`config.mk`:
```
export PLATFORM = sky130hd
export DESIGN_NAME = prog_timer_flat
export DESIGN_NICKNAME = d
export VERILOG_FILES = /design/src/rtl/prog_timer_if.sv /design/src/rtl/prog_timer.sv /design/src/flat_wrapper.sv
export SDC_FILE = /design/constraint.sdc
export NUM_CORES = 1
export LEC_CHECK = 0
export ABC_CLOCK_PERIOD_IN_PS = 1800
export CAP_MARGIN = 20
export CORE_MARGIN = 2
export CORE_UTILIZATION = 45
export CTS_CLUSTER_SIZE = 25
export DETAILED_ROUTE_END_ITERATION = 8
export PLACE_DENSITY = 0.85
export SYNTH_ARGS = -nofsm -noshare
export SYNTH_HDL_FRONTEND = slang
export SYNTH_SLANG_ARGS = --single-unit
```
`constraint.sdc`:
```
create_clock -name CLK -period 1.8 [get_ports CLK]
set_clock_uncertainty 0.05 [all_clocks]
set_input_delay 0.18 -clock CLK [delete_from_list [all_inputs] [get_ports CLK]]
set_output_delay 0.18 -clock CLK [all_outputs]
set_load 0.02 [all_outputs]
```
`src/rtl/prog_timer_if.sv`:
```
// Control/status bundle between a control FSM (master) and the programmable
// interval timer (slave).
interface prog_timer_if #(
    parameter int CNT_W = 21,
    parameter int PRE_W = 8
);
    logic             CLR;
    logic             START;
    logic             HOLD;
    logic             MODE;
    logic [CNT_W-1:0] PERIOD;
    logic [PRE_W-1:0] PRESCALE;
    logic             PULSE;
    logic             BUSY;
    logic [CNT_W-1:0] COUNT;

    modport master (
        output CLR, START, HOLD, MODE, PERIOD, PRESCALE,
        input  PULSE, BUSY, COUNT
    );

    modport slave (
        input  CLR, START, HOLD, MODE, PERIOD, PRESCALE,
        output PULSE, BUSY, COUNT
    );
endinterface

```
`src/rtl/prog_timer.sv`:
```
// Programmable-period interval timer with prescaler, one-shot/periodic modes,
// pause, restart-on-START and a single-cycle registered expiry strobe.
module prog_timer #(
    parameter int CNT_W = 21,
    parameter int PRE_W = 8
) (
    input  logic          CLK,
    input  logic          RST_N,
    prog_timer_if.slave   tmr
);

    typedef enum logic [1:0] {
        ST_IDLE = 2'b00,
        ST_RUN  = 2'b01
    } state_e;

    state_e           state_q,  state_d;
    logic [PRE_W-1:0] pre_q,    pre_d;
    logic [CNT_W-1:0] count_q,  count_d;
    logic [CNT_W-1:0] per_l_q,  per_l_d;
    logic [PRE_W-1:0] pre_l_q,  pre_l_d;
    logic             mode_l_q, mode_l_d;
    logic             pulse_q,  pulse_d;
    logic             busy_q,   busy_d;

    // Next-state logic: CLR > START > HOLD > prescaled counting.
    always_comb begin
        state_d  = state_q;
        pre_d    = pre_q;
        count_d  = count_q;
        per_l_d  = per_l_q;
        pre_l_d  = pre_l_q;
        mode_l_d = mode_l_q;
        pulse_d  = 1'b0;

        if (tmr.CLR) begin
            state_d  = ST_IDLE;
            pre_d    = '0;
            count_d  = '0;
            per_l_d  = '0;
            pre_l_d  = '0;
            mode_l_d = 1'b0;
        end else begin
            case (state_q)
                ST_IDLE: begin
                    if (tmr.START) begin
                        per_l_d  = tmr.PERIOD;
                        pre_l_d  = tmr.PRESCALE;
                        mode_l_d = tmr.MODE;
                        pre_d    = '0;
                        count_d  = '0;
                        state_d  = ST_RUN;
                    end else begin
                        state_d  = ST_IDLE;
                    end
                end
                ST_RUN: begin
                    // A restart wins over a coincident terminal tick.
                    if (tmr.START) begin
                        per_l_d  = tmr.PERIOD;
                        pre_l_d  = tmr.PRESCALE;
                        mode_l_d = tmr.MODE;
                        pre_d    = '0;
                        count_d  = '0;
                    end else if (tmr.HOLD) begin
                        pre_d    = pre_q;
                    end else if (pre_q == pre_l_q) begin
                        pre_d = '0;
                        if (count_q == per_l_q) begin
                            count_d = '0;
                            pulse_d = 1'b1;
                            if (mode_l_q) begin
                                state_d = ST_RUN;
                            end else begin
                                state_d = ST_IDLE;
                            end
                        end else begin
                            count_d = count_q + CNT_W'(1);
                        end
                    end else begin
                        pre_d = pre_q + PRE_W'(1);
                    end
                end
                default: begin
                    state_d = ST_IDLE;
                end
            endcase
        end

        busy_d = (state_d == ST_RUN);
    end

    // State and output registers with synchronous active-low reset.
    always_ff @(posedge CLK) begin
        if (!RST_N) begin
            state_q  <= ST_IDLE;
            pre_q    <= '0;
            count_q  <= '0;
            per_l_q  <= '0;
            pre_l_q  <= '0;
            mode_l_q <= 1'b0;
            pulse_q  <= 1'b0;
            busy_q   <= 1'b0;
        end else begin
            state_q  <= state_d;
            pre_q    <= pre_d;
            count_q  <= count_d;
            per_l_q  <= per_l_d;
            pre_l_q  <= pre_l_d;
            mode_l_q <= mode_l_d;
            pulse_q  <= pulse_d;
            busy_q   <= busy_d;
        end
    end

    assign tmr.PULSE = pulse_q;
    assign tmr.BUSY  = busy_q;
    assign tmr.COUNT = count_q;

endmodule

```
`src/flat_wrapper.sv`:
```
// flat-port wrapper written by rule: the top's interface ports become plain ports
module prog_timer_flat 
#(
    parameter int CNT_W = 21,
    parameter int PRE_W = 8
)
  (CLK, RST_N, tmr_CLR, tmr_START, tmr_HOLD, tmr_MODE, tmr_PERIOD, tmr_PRESCALE, tmr_PULSE, tmr_BUSY, tmr_COUNT);
  prog_timer_if #(.CNT_W(CNT_W), .PRE_W(PRE_W)) tmr_i ();
  input  logic CLK;
  input  logic RST_N;
  input wire logic [$bits(tmr_i.CLR)-1:0] tmr_CLR;
  input wire logic [$bits(tmr_i.START)-1:0] tmr_START;
  input wire logic [$bits(tmr_i.HOLD)-1:0] tmr_HOLD;
  input wire logic [$bits(tmr_i.MODE)-1:0] tmr_MODE;
  input wire logic [$bits(tmr_i.PERIOD)-1:0] tmr_PERIOD;
  input wire logic [$bits(tmr_i.PRESCALE)-1:0] tmr_PRESCALE;
  output wire logic [$bits(tmr_i.PULSE)-1:0] tmr_PULSE;
  output wire logic [$bits(tmr_i.BUSY)-1:0] tmr_BUSY;
  output wire logic [$bits(tmr_i.COUNT)-1:0] tmr_COUNT;
  assign tmr_i.CLR = tmr_CLR;
  assign tmr_i.START = tmr_START;
  assign tmr_i.HOLD = tmr_HOLD;
  assign tmr_i.MODE = tmr_MODE;
  assign tmr_i.PERIOD = tmr_PERIOD;
  assign tmr_i.PRESCALE = tmr_PRESCALE;
  assign tmr_PULSE = tmr_i.PULSE;
  assign tmr_BUSY = tmr_i.BUSY;
  assign tmr_COUNT = tmr_i.COUNT;
  prog_timer #(.CNT_W(CNT_W), .PRE_W(PRE_W)) u_core (.CLK(CLK), .RST_N(RST_N), .tmr(tmr_i));
endmodule
```
== Word-level counts from Yosys, hierarchy flattened ==
Cells that the tools add are included.

* Muxes and demuxes: 20
* Reductions and logical operators: 8
* Magnitude comparators: 0
* Shifts and indexed selects: 0
* Bitwise gates (word level): 3
* Eq/ne operators: 7
* Multipliers: 0
* Div/mod/pow operators: 0
* Add/sub/neg operators: 2

{| class="wikitable"
|+ Operators by type and width
! cell !! count
|-
| 21-bit 2-to-1 mux || 5
|-
| 21-bit one-hot mux with 2 select lines || 1
|-
| 8-bit 2-to-1 mux || 4
|-
| 21-bit by 1-bit adder with 21-bit output, second input constant || 1
|-
| 21-bit == test || 1
|-
| 8-bit one-hot mux with 2 select lines || 1
|-
| 2-bit 2-to-1 mux || 5
|-
| 8-bit by 1-bit adder with 8-bit output, second input constant || 1
|-
| 8-bit == test || 1
|-
| 6-bit OR reduction || 1
|-
| 2-bit by 1-bit == test with 1-bit output, second input constant || 2
|-
| 2-bit one-hot mux with 2 select lines || 1
|-
| 4-bit AND reduction || 1
|-
| 2-bit OR reduction || 2
|-
| 1-bit 2-to-1 mux || 3
|-
| 3-bit by 2-bit != test with 1-bit output, second input constant || 1
|-
| 3-bit != test, second input constant || 1
|-
| 1-bit NOT || 3
|-
| 3-bit AND reduction || 1
|-
| 2-bit zero test || 1
|-
| 2-bit != test, second input constant || 1
|-
| 2-bit AND reduction || 1
|-
| 2-bit nonzero test || 1
|}

* Memory bits (writable): 0
* Bits of input ports: 35
* Bits in latches: 0
* Memories: 0
* Memory bits (read-only): 0
* Flip-flop bits (word level): 63

== Longest topological paths before layout ==
* Depth in word-level cells: 8
* Mapped depth: 8
* Depth with buffers taken out: 6

== Worst setup path before layout ==
Ideal clock, no wire load.

* Path type: reg-to-reg
* From: register u_core.count_q[4] (netlist: u_core.tmr.COUNT[4])
* To: register u_core.count_q[20] (netlist: u_core.tmr.COUNT[20])
* Slack: -0.216 ns
* Period minus slack after synthesis: 2.016 ns
* Buffers on the path: 1
* Data arrival time: 1.896 ns
* Stages on the path, launching flop included: 8
* Cells stage by stage: dfxtp_1 > buf_2 > nand4_1 > nor4_2 > and2_2 > nand4_2 > or4_1 > a21oi_1

* Cells in the longest elaborated chain, start to end: 6

{| class="wikitable"
|+ RTL lines
! item !! line !! source
|-
| from (decl) || prog_timer.sv:19 || <nowiki>logic [CNT_W-1:0] count_q, count_d;</nowiki>
|-
| from (signal assigned) || prog_timer.sv:107 || <nowiki>count_q <= count_d;</nowiki>
|-
| 21-bit by 1-bit adder with 21-bit output / 21-bit == test (equally long branches) || prog_timer.sv:78, prog_timer.sv:69 ||
|-
| 21-bit 2-to-1 mux * || prog_timer.sv:69 || <nowiki>if (count_q == per_l_q) begin</nowiki>
|-
| 21-bit 2-to-1 mux * || prog_timer.sv:67 || <nowiki>end else if (pre_q == pre_l_q) begin</nowiki>
|-
| 21-bit 2-to-1 mux * || prog_timer.sv:65 || <nowiki>end else if (tmr.HOLD) begin</nowiki>
|-
| 21-bit 2-to-1 mux * || prog_timer.sv:59 || <nowiki>if (tmr.START) begin</nowiki>
|-
| 21-bit one-hot mux with 2 select lines * || prog_timer.sv:44 || <nowiki>case (state_q)</nowiki>
|}

Every way passes the cells marked *; elsewhere a longest branch is shown, timed or not. The select of a mux whose other input is x is not followed.
A chain may end at the register's enable or synchronous reset.

== Worst setup path in the final report ==
* From: register u_core.pre_q[3]
* To: register u_core.count_q[4] (netlist: u_core.tmr.COUNT[4])

* Cells in the longest elaborated chain, start to end: 3

{| class="wikitable"
|+ RTL lines
! item !! line !! source
|-
| from (decl) || prog_timer.sv:18 || <nowiki>logic [PRE_W-1:0] pre_q, pre_d;</nowiki>
|-
| from (signal assigned) || prog_timer.sv:106 || <nowiki>pre_q <= pre_d;</nowiki>
|-
| 8-bit == test || prog_timer.sv:67 ||
|-
| 3-bit by 2-bit != test with 1-bit output (no source line) || n/a ||
|-
| 4-bit AND reduction (no source line) || n/a ||
|}

Every way passes these cells.

==> out/results.ini <==
[run_status]
run_status = complete, but fails checks
failed_checks = setup timing

[route]
vias_per_cell = 5.470
ant_nets = 0
post-route-drc-count = 0
drtIter0Drc = 218
drt-total-wl_mm = 8.961
first_pass_iters = 4
wire_per_inst_um = 16.26
vias = 3014

[sta]
setup_violations = 21
fin_tns_setup_ns = -2.899
rsz0062_at_grt = yes
slew_violations = 0
hold_viol_final = 0
setup_ws_ns = -0.1682
finalCriticalPeriod_ns = 1.968
timing.final.crit_share = 1.093
clock.fmax_mhz = 508.1

[global_routing]
grt_pass1_vias = 2960
grt_overflow = 0
grtUsageMet2 = 0.4138
grt_use_met3 = 0.07221
grt.met1_usage = 0.2587
grt_pass1_wl_mm = 13.30
grt_busiest_layer = met2
antenna_found_initial = 0
gr-usage-all-layers = 0.2375
grt_start_max_net_pins = 21

[floorplan]
rows = 29
num_io_pins = 58
die_x_um = 83.97
die-height_um = 83.97
core_area_mm2 = 0.006277
dieArea_mm2 = 0.007051
initial_utilization = 0.4584

[synth]
ys_types = 40
synth_nets = 386
async_reset_ff_frac = 0
synth_edf_count = 0
synthFlopType = dfxtp_1
synth.most_common_cell = nand2_1
yosysTopAreaCell = dfxtp_1
netlist_top_cells_area = dfxtp_1 44%, nand2_1 9.7%, xnor2_1 9.4%, a21oi_1 7.1%, xor2_1 4.3%
synth_seq_cells = 63
yosysSeqAreaShare = 0.4383
netlist_instances = 349
ys_top_cells_by_count = 74 x nand2_1, 63 x dfxtp_1, 41 x a21oi_1
synth_area_mm2 = 0.002878
ys.warnings.count = 0
synth.top_cell.area_share = 0.4383
syn_avg_cell_area_um2 = 8.246

[critical_path]
endpoint_kind = flip-flop
arrival_ns = 2.16
critical_path_required_ns = 1.99
critical_path_class = flip-flop to flip-flop
critPathLaunchType = flip-flop
cp_max_fo = 7

[placement]
placedCellCount = 519
dpl_cell_area_mm2 = 0.003919
numPortBuffers = 57
dp.final_hpwl_mm = 5.750
gp_congestion = 0.8979
dp_slack_ns = -0.2467

[clock_network]
clkTransAtPathRegs_ns = 0.08
h-tree-depth = 3
clock_path_buffers = 2
cts_buffers = 9
clock_latency_ns = 0.35
cts_tree = done
numClockSinks = 63
cts_root_buffer = clkbuf_8

[power]
pwr_density_cell_mw_per_mm2 = 680.9
irDropWorstVdd_uv = 474.6
p_sw_mw = 0.7400
pwr-share-comb = 0.094
power_mw = 3.019
switching_share = 0.2451
pwr-share-clk = 0.435
seq_power_share = 0.471
cell_internal_pwr_mw = 2.279
leakagePower_nw = 1.610

[flow_run]
cap_viol_max_count = 0

[cells_and_area]
nFillCells = 437
nets = 506
drive_above_1_share = 0.2975
diodes = 0
finalInstanceArea_mm2 = 0.004434
layout.cells.non_filler = 551
area_growth_pct = 54.09

[hold_path]
hold_class = primary input to flip-flop

-- state kept, by name, summed over array words and instances (netlist names) --
register and flops:
u_core.per_l_q 21, u_core.tmr.COUNT 21, u_core.pre_l_q 8, u_core.pre_q 8, u_core.state_q 2, u_core.mode_l_q 1, u_core.tmr.BUSY 1, u_core.tmr.PULSE 1
-- critical path, stage by stage (launching register included) --
cell,delay [ns]
dfxtp_2,0.34
xnor2_2,0.15
nand4_1,0.23
o21bai_4,0.25
buf_4,0.15
buf_4,0.13
nand2_2,0.10
o21ai_4,0.22
buf_6,0.17
nor2_1,0.06
-- worst paths after layout --
path	startpoint	to	slack, ns	cells past startpoint
hold reg to reg	u_core.per_l_q[0]$_SDFFE_PP0P_	u_core.per_l_q[0]$_SDFFE_PP0P_	0.42	2
setup / recovery	u_core.pre_q[3]$_SDFFE_PP0P_	u_core.tmr.COUNT[4]$_SDFFE_PP0P_	-0.17	9
hold / removal	tmr_PRESCALE[3]	u_core.pre_l_q[3]$_SDFFE_PP0P_	0.32	3
setup reg to reg	u_core.pre_q[3]$_SDFFE_PP0P_	u_core.tmr.COUNT[4]$_SDFFE_PP0P_	-0.17	9
-- metal layers --
layer / share of wire / vias to the layer above
li1: - / 1433
met1: 0.38 / 1430
met2: 0.51 / 117
met3: 0.066 / 34
met4: 0.040 / 0
met5: 0 / -
-- cell usage in the layout (no fill, tap or decap), types with 8 or more instances in the layout --
| cell type | instances |
|---|---|
| o21ai_0 | 8 |
| nand2_1 | 71 |
| clkdlybuf4s50_1 | 56 |
| xnor2_1 | 28 |
| dfxtp_1 | 39 |
| dfxtp_2 | 21 |
| nand3_1 | 14 |
| xor2_1 | 14 |
| nand4_1 | 12 |
| a21oi_1 | 38 |
| clkbuf_8 | 9 |
| nor2_1 | 16 |
| buf_4 | 63 |
-- final cells by class --
| type | instances | area [µm²] | area share |
|---|---|---|---|
| inverter | 6 | 22.52 | 0.005079 |
| timing repair buffer | 128 | 1145 | 0.2582 |
| clock buffer | 10 | 148.9 | 0.03358 |
| multi-input combinational | 261 | 1655 | 0.3733 |
| tap | 77 | 96.34 | 0.02173 |
| clock inverter | 6 | 67.56 | 0.01524 |
| sequential | 63 | 1299 | 0.2929 |
-- power groups by stage --
stage	Clock, mW	Combinational [mW]	Sequential [mW]
floorplan	0	0.111	1.46
global placement	0	0.247	1.46
detailed placement	0	0.253	1.46
CTS	1.34	0.260	1.42
global route	1.40	0.304	1.42
finish	1.31	0.283	1.42
-- per-stage QoR --
step | util | hold slack (ns)
global placement | 0.6243 | 0.4027
floorplan | - | 0.2660
global route | 0.7064 | 0.3303
detailed placement | 0.6243 | 0.4113
finish | 0.7064 | 0.3185
CTS | 0.6739 | 0.3084
-- cell families after synthesis --
| kind of cell | synth area share |
|---|---|
| adders and majority gates | 0.008694 |
| and+or+nand+nor | 0.2583 |
| other | 0.001303 |
| AOI/OAI and AO/OA | 0.1183 |
| xor gates and xnor gates | 0.1370 |
| buffers and inverters | 0.03826 |
| DFF | 0.4383 |
-- what timing repair did --
item / in CTS / in global routing
pin swaps: 17 / 18
hold endpoints to repair: 0 / 0
buffers inserted: 7 / 8
gates cloned: 0 / 1
setup endpoints to repair: 22 / 32
resized for setup: 10 / 38
hold buffers: 0 / 0
Note: power is estimated with default switching activity, not from simulation.
